### src/rtl/uart_tx_cfg.sv
// UART transmitter: start bit, DATA_W data bits LSB-first, optional parity, STOP_BITS stop bits.
// Define UART_TX_PARITY_EN to add a parity bit (even, or odd with PARITY_ODD=1) between data and stop.
module uart_tx_cfg #(
    parameter int DATA_W       = 8,
    parameter int CLKS_PER_BIT = 13021,
    parameter int STOP_BITS    = 1
`ifdef UART_TX_PARITY_EN
    , parameter int PARITY_ODD = 0
`endif
) (
    input  logic              clk,
    input  logic              rst,
    input  logic              en,
    input  logic [DATA_W-1:0] data,
    input  logic              valid,
    output logic              ready,
    output logic              busy,
    output logic              done,
    output logic              tx
);
    localparam int CNT_W = (CLKS_PER_BIT > 2) ? $clog2(CLKS_PER_BIT) : 1;
    localparam int BIT_W = $clog2(DATA_W);
    localparam logic [CNT_W-1:0] BAUD_MAX  = CNT_W'(CLKS_PER_BIT - 1);
    localparam logic [BIT_W-1:0] LAST_DATA = BIT_W'(DATA_W - 1);
    localparam logic [BIT_W-1:0] LAST_STOP = BIT_W'(STOP_BITS - 1);

    if (DATA_W < 5 || DATA_W > 9) begin : g_bad_data_w
        $error("uart_tx_cfg: DATA_W must be 5..9");
    end
    if (CLKS_PER_BIT < 2) begin : g_bad_cpb
        $error("uart_tx_cfg: CLKS_PER_BIT must be >= 2");
    end
    if (STOP_BITS != 1 && STOP_BITS != 2) begin : g_bad_stop
        $error("uart_tx_cfg: STOP_BITS must be 1 or 2");
    end

`ifdef UART_TX_PARITY_EN
    typedef enum logic [2:0] {IDLE, START, DATA, PARITY, STOP} state_t;
`else
    typedef enum logic [2:0] {IDLE, START, DATA, STOP} state_t;
`endif

    state_t            state, state_n;
    logic [CNT_W-1:0]  baud, baud_n;
    logic [BIT_W-1:0]  bitcnt, bitcnt_n;
    logic [DATA_W-1:0] shreg, shreg_n;
    logic              tx_n;
    logic              tick;
`ifdef UART_TX_PARITY_EN
    logic              par, par_n;
`endif

    assign ready = (state == IDLE) && en;
    assign busy  = (state != IDLE);
    assign tick  = en && (state != IDLE) && (baud == BAUD_MAX);

    always_ff @(posedge clk or posedge rst) begin
        if (rst) begin
            state  <= IDLE;
            baud   <= '0;
            bitcnt <= '0;
            shreg  <= '0;
            tx     <= 1'b1;
`ifdef UART_TX_PARITY_EN
            par    <= 1'b0;
`endif
        end else begin
            state  <= state_n;
            baud   <= baud_n;
            bitcnt <= bitcnt_n;
            shreg  <= shreg_n;
            tx     <= tx_n;
`ifdef UART_TX_PARITY_EN
            par    <= par_n;
`endif
        end
    end

    always_comb begin
        state_n  = state;
        baud_n   = baud;
        bitcnt_n = bitcnt;
        shreg_n  = shreg;
        tx_n     = tx;
        done     = 1'b0;
`ifdef UART_TX_PARITY_EN
        par_n    = par;
`endif
        if (en && state != IDLE)
            baud_n = tick ? '0 : baud + 1'b1;
        if (en) begin
            case (state)
                IDLE: if (valid) begin
                    shreg_n = data;
                    state_n = START;
                    tx_n    = 1'b0;
`ifdef UART_TX_PARITY_EN
                    par_n   = (^data) ^ (PARITY_ODD != 0);
`endif
                end
                START: if (tick) begin
                    state_n  = DATA;
                    bitcnt_n = '0;
                    tx_n     = shreg[0];
                end
                DATA: if (tick) begin
                    if (bitcnt == LAST_DATA) begin
                        bitcnt_n = '0;
`ifdef UART_TX_PARITY_EN
                        state_n  = PARITY;
                        tx_n     = par;
`else
                        state_n  = STOP;
                        tx_n     = 1'b1;
`endif
                    end else begin
                        // Shift so the next bit sits at [0]; present it on tx now.
                        bitcnt_n = bitcnt + 1'b1;
                        shreg_n  = shreg >> 1;
                        tx_n     = shreg[1];
                    end
                end
`ifdef UART_TX_PARITY_EN
                PARITY: if (tick) begin
                    state_n = STOP;
                    tx_n    = 1'b1;
                end
`endif
                STOP: if (tick) begin
                    if (bitcnt == LAST_STOP) begin
                        state_n  = IDLE;
                        bitcnt_n = '0;
                        done     = 1'b1;
                    end else begin
                        bitcnt_n = bitcnt + 1'b1;
                    end
                    tx_n = 1'b1;
                end
                default: state_n = IDLE;
            endcase
        end
    end
endmodule

### config.mk
export PLATFORM = sky130hd
export DESIGN_NAME = uart_tx_cfg
export DESIGN_NICKNAME = d
export VERILOG_FILES = /design/src/rtl/uart_tx_cfg.sv
export SDC_FILE = /design/constraint.sdc
export NUM_CORES = 1
export LEC_CHECK = 0
export BUFFER_PORTS_ARGS = -buffer_cell sky130_fd_sc_hd__buf_2
export CORE_ASPECT_RATIO = 2
export CORE_MARGIN = 8
export CORE_UTILIZATION = 40
export DETAILED_ROUTE_END_ITERATION = 12
export PLACE_DENSITY = 0.64
export RECOVER_POWER = 50
export SLEW_MARGIN = 20
export SYNTH_ARGS = -nofsm -noshare
export SYNTH_HDL_FRONTEND = slang
export SYNTH_SLANG_ARGS = --single-unit
### constraint.sdc
create_clock -name clk -period 3 [get_ports clk]
set_clock_uncertainty 0.05 [all_clocks]
set_input_delay 0.75 -clock clk [delete_from_list [all_inputs] [get_ports clk]]
set_output_delay 0.75 -clock clk [all_outputs]
set_load 0.005 [all_outputs]
# After elaboration in Yosys (flattened, before gate mapping)
# Cells that the tools add are included.
# Widths: inputs -> output; s select.
totals:
  inputBits: 12
  reg_bits: 29
  wordCells: 60
classes:
  n_eq_ne: 12
  n_addsub: 2
  muxes: 28
  n_reduce_logical: 13
op_table:
  columns: ["op", "count"]
  rows:
  - ["$mux 3", 11]
  - ["$mux 8", 3]
  - ["$pmux 8 s2", 1]
  - ["$add 14x1->14 const B", 1]
  - ["$eq 14x14->1 const B", 1]
  - ["$mux 14", 1]
  - ["$ne 2x2->1 const B", 7]
  - ["$pmux 3 s4", 1]
  - ["$reduce_and 5->1", 2]
  - ["$mux 1", 9]
  - ["$pmux 3 s3", 1]
  - ["$reduce_and 7->1", 1]
  - ["$eq 3x2->1 const B", 2]
  - ["$logic_not 3->1", 2]
  - ["$reduce_and 6->1", 1]
  - ["$reduce_bool 3->1", 2]
  - ["$pmux 1 s4", 1]
  - ["$reduce_bool 4->1", 1]
  - ["$add 3x1->3 const B", 1]
  - ["$eq 3x1->1 const B", 1]
  - ["$eq 3x3->1 const B", 1]
  - ["$logic_and 1x1->1", 3]
  - ["$reduce_bool 2->1", 1]

# Longest topological paths before layout
depth:
  ltp_word: 6
  ltp_mapped: 8
  mapped_depth_nobuf: 6

# Worst setup path after synthesis
# OpenSTA, ideal clock, no wires.
synth_timing:
  kind: "register to output"
  startpoint: "reg state[0]"
  endpoint: "out done"
  path_slack_ps: 400
  t_required_ps: 2200
  t_arrival_ps: 1800
  path_stages_with_launch: 6
  n_path_buf: 0
  path_cell_list: "dfrtp_1 > inv_1 > ha_1 > nand4b_1 > or4_4 > nor3_1"
synth_between:
  elab_chain_len: 6
synth_rtl:
  columns: ["element", "line_no", "rtl"]
  rows:
  - ["start, declared", "43", "state_t state, state_n;"]
  - ["start signal, assigned", "68", "state <= state_n;"]
  - ["$reduce_bool 3->1", "55", "assign tick = en && (state != IDLE) && (baud == BAUD_MAX);"]
  - ["$logic_and 1x1->1 (2 in series)", "55", null]
  - ["$mux 1", "129", "STOP: if (tick) begin"]
  - ["$mux 1 (*)", "92", "case (state)"]
  - ["$mux 1 (*)", "91", "if (en) begin"]
  - ["end, declared", "18", "output logic done,"]
# Every way passes the cells marked *; elsewhere a longest branch is shown, timed or not.

# Final worst setup path
layout_timing:
  startpoint: "reg baud[1]"
  endpoint: "out done"
layout_between:
  elab_chain_len: 5
layout_rtl:
  columns: ["element", "line_no", "rtl"]
  rows:
  - ["start, declared", "44", "logic [CNT_W-1:0] baud, baud_n;"]
  - ["start signal, assigned", "69", "baud <= baud_n;"]
  - ["$eq 14x14->1", "55", null]
  - ["$logic_and 1x1->1", "55", null]
  - ["$mux 1", "129", null]
  - ["$mux 1", "92", null]
  - ["$mux 1", "91", null]
# Every way passes these cells.

==> summary.txt <==
Outcome
  • Status: finished, violations left
  • Failing checks: capacitance limit, slew limit

Floorplan
  • Core ar.: 4090 um2
  • Ports: 16
  • Num rows: 33
  • Die ar.: 6720 um2
  • Initial Util: 41.6%
  • Die X-Extent: 62.1 um
  • Die Ht: 108 um

Detailed routing
  • Total number of vias: 1355
  • Drt first-iter violations: 11
  • Drt pass-1 iters: 4
  • Remaining DRCs: 0
  • DR vias/cell: 5.49
  • Post-DRT Antenna Nets: 0
  • Routed WL: 3.85 mm
  • WL per Instance: 15.6 um

Synthesis
  • Mux share of post-synthesis cell area: 2.50%
  • Count of unique library cells instantiated by Yosys: 43
  • Mapped Area: 1700 um2
  • Synth Area in Simple Gates: 27.5%
  • Largest family of logic cells by synthesized area: simple AND/OR/NAND/NOR gates
  • Yosys top cell by area: dfrtp_1
  • Synth Area in XOR/XNOR: 5.15%
  • Synth top cells by count: dfrtp_1 (27), nand2_1 (19), nor2_1 (16)
  • Synth top area share: 39.8%
  • Register area share after synthesis: 41.3%
  • Ys flop type: dfrtp_1
  • Number of flops mapped to enable cells by yosys: 0
  • Top-count cell post-synth: dfrtp_1
  • Area share of fa/ha/maj cells after synthesis: 6.63%
  • Gate Count Post-Synth: 174
  • Avg Cell Area, Syn: 9.77 um2
  • Post-synth ARST share: 100%
  • Net Count, Synth: 195
  • FF+latch count, synth: 28
  • Top cells by area, synth: dfrtp_1 (40%), ha_1 (6.6%), nand2_1 (4.2%), nor2_1 (3.5%), xnor2_1 (3.1%)
  • Complex-gate fraction of the synthesized area: 12.2%
  • Syn. warnings: 0

Placed design
  • I/O Buffers: 15
  • DP HPWL: 3.02 mm
  • GP Congestion: 0.821
  • DP Area: 1860 um2

Power and ir drop
  • Peak VDD IR: 0.000350 V
  • Power per cell area: 453 nW/um2
  • P_leak: 0.883 nW

GRT
  • Global-route usage over all layers: 12.5%
  • Initial antenna violation count: 0
  • Pin count of the biggest net entering global routing: 29
  • First-pass GRT wire length: 6.30 mm
  • Gr ovfl total: 0
  • Vias in the first global route: 1449

CTS
  • Num CTS Buffers: 3
  • Clock sink count: 28
  • Clock transition at path regs: 0.10 ns
  • Post-CTS Hold Buffers: 0
  • H-tree depth: 1
  • Clk_lat worst skew: 0.28 ns
  • CTS tree: yes
  • Root Driver: clkbuf_8
  • Max clock buf depth: 2

Layout
  • Register Area: 702 um2
  • Finished Cell Area: 1950 um2
  • Fillers: 401
  • Area delta synth->final: 14.6%
  • Final nets: 217
  • # diodes: 0
  • Share of post-route cells with drive strength above 1: 22.1%
  • Multi-input logic area: 925 um2

Critical path
  • Req. time, crit path: 2.20 ns
  • CP Capture Type: primary output
  • Beginning of the critical path: baud[1]
  • CP endpoint: done
  • R2R depth: 7
  • Arrival @ worst endpoint: 2.09 ns
  • Reg2reg end: shreg[6]
  • Crit Path Max Fanout: 4
  • R2r setup slk: 0.68 ns
  • Worst flop-to-flop path startpoint: state[0]
  • CP Launch Type: flip-flop
  • Crit path kind: flip-flop to primary output

STA
  • RSZ-0062 raised after global routing: no
  • Final TNS setup: 0 ns
  • Fin crit period: 2.89 ns
  • Headroom to the max-slew limit: -0.845%
  • Setup violations, final: 0
  • Final Max Tran Viols: 29
  • Highest Clock Rate: 0.346 GHz
  • Slew @ Worst Pin: 1.51 ns
  • Period utilisation layout: 96.3%
  • Final hold viol count: 0

Flow run
  • Max cap viols: 1

Hold path
  • Hold Path Origin: tx
  • Worst hold path class: flip-flop to flip-flop
## layout by cell type, fill, tap and decap left out, types with 2 or more instances in the layout
cell / Yosys / layout
clkbuf_8: 0 / 3
ha_1: 9 / 8
xnor2_1: 6 / 6
mux2_2: 2 / 2
dfrtp_1: 27 / 27
or4_4: 2 / 2
inv_1: 12 / 12
nor2_1: 16 / 16
buf_4: 0 / 8
nand2_1: 19 / 19
nor3_2: 3 / 4
a21oi_1: 2 / 2
o2bb2ai_1: 4 / 4
a31oi_1: 4 / 4
nor3_1: 4 / 3
buf_2: 1 / 15
nor4_4: 2 / 2
nor4_1: 4 / 4
a211o_1: 3 / 3
nand4b_1: 2 / 2
nand4_1: 5 / 5
xor2_1: 4 / 4
o22a_1: 4 / 4
mux2i_1: 2 / 2
a21o_1: 4 / 4
nand2b_1: 2 / 2
nand3_1: 6 / 6
o21ai_0: 4 / 4
## final cells by class
type,instances,area share [%]
repair buffers,24,7.13
inverters,12,2.31
well taps,52,3.34
flip-flops and latches,28,36.1
multi-input cells,127,47.5
clock inverters,1,1.54
clock buffers,3,2.12
## what timing repair did
action                                  in CTS  in global routing
buffers inserted                             2                  0
endpoints found under the setup margin       1                  1
pin swaps                                    0                  1
resized for setup                            1                  1
cloned                                       0                  0
## how the worst min path moves through the flow
stage               end  slack, ns  depth (start not counted)
2_1_floorplan  baud[12]       0.40                          1
3_3_place_gp         tx       0.43                          2
3_5_place_dp         tx       0.44                          2
4_1_cts              tx       0.46                          2
5_1_grt              tx       0.48                          2
6_report             tx       0.45                          2
## state kept, by name, indices dropped and copies added (netlist names)
register  count
baud         14
shreg         8
bitcnt        3
state         2
tx            1
## cell families (layout without fill, tap and decap cells)
kind of cell	Yosys count	in the layout
flip-flops	28	28
buffers and inverters	19	40
XOR/XNOR	10	10
AO/OA/AOI/OAI	28	28
multiplexers	4	4
adder cells (fa/ha/maj)	9	9
AND/OR/NAND/NOR	76	76
## per-layer routing
layer  GRT usage, %  vias up  routed length (um)
met2           24.3       24                2260
li1               -      660                   -
met1           10.7      660                1340
met4           7.39        0                 141
met3           2.26       11                 113
met5              0        -                   0
## per-stage QoR
| stage | power [mW] | utilization [%] | hold slack, ns | instances | setup WS [ns] |
|---|---|---|---|---|---|
| 2_1_floorplan | 0.538 | - | 0.395 | 174 | 0.400 |
| 3_3_place_gp | 0.572 | 45.4 | 0.432 | 241 | 0.313 |
| 3_5_place_dp | 0.580 | 45.4 | 0.444 | 241 | 0.307 |
| 4_1_cts | 0.895 | 47.6 | 0.459 | 247 | 0.0191 |
| 5_1_grt | 0.924 | 47.6 | 0.478 | 247 | 0.0168 |
| 6_report | 0.882 | 47.6 | 0.447 | 247 | 0.111 |
## critical path: stages (launching register included)
cell and delay, ns:
dfrtp_1 0.41, inv_1 0.07, ha_1 0.13, or3b_4 0.41
or4_4 0.47, nor3_2 0.18, buf_2 0.13
## where the power goes
group | internal (mW) | total, mW | switching, mW | leakage [nW]
Sequential | 0.408 | 0.446 | 0.0376 | 0.352
Combinational | 0.0650 | 0.140 | 0.0746 | 0.495
Clock | 0.179 | 0.297 | 0.118 | 0.0357
Power figures use the tool's default switching activity.
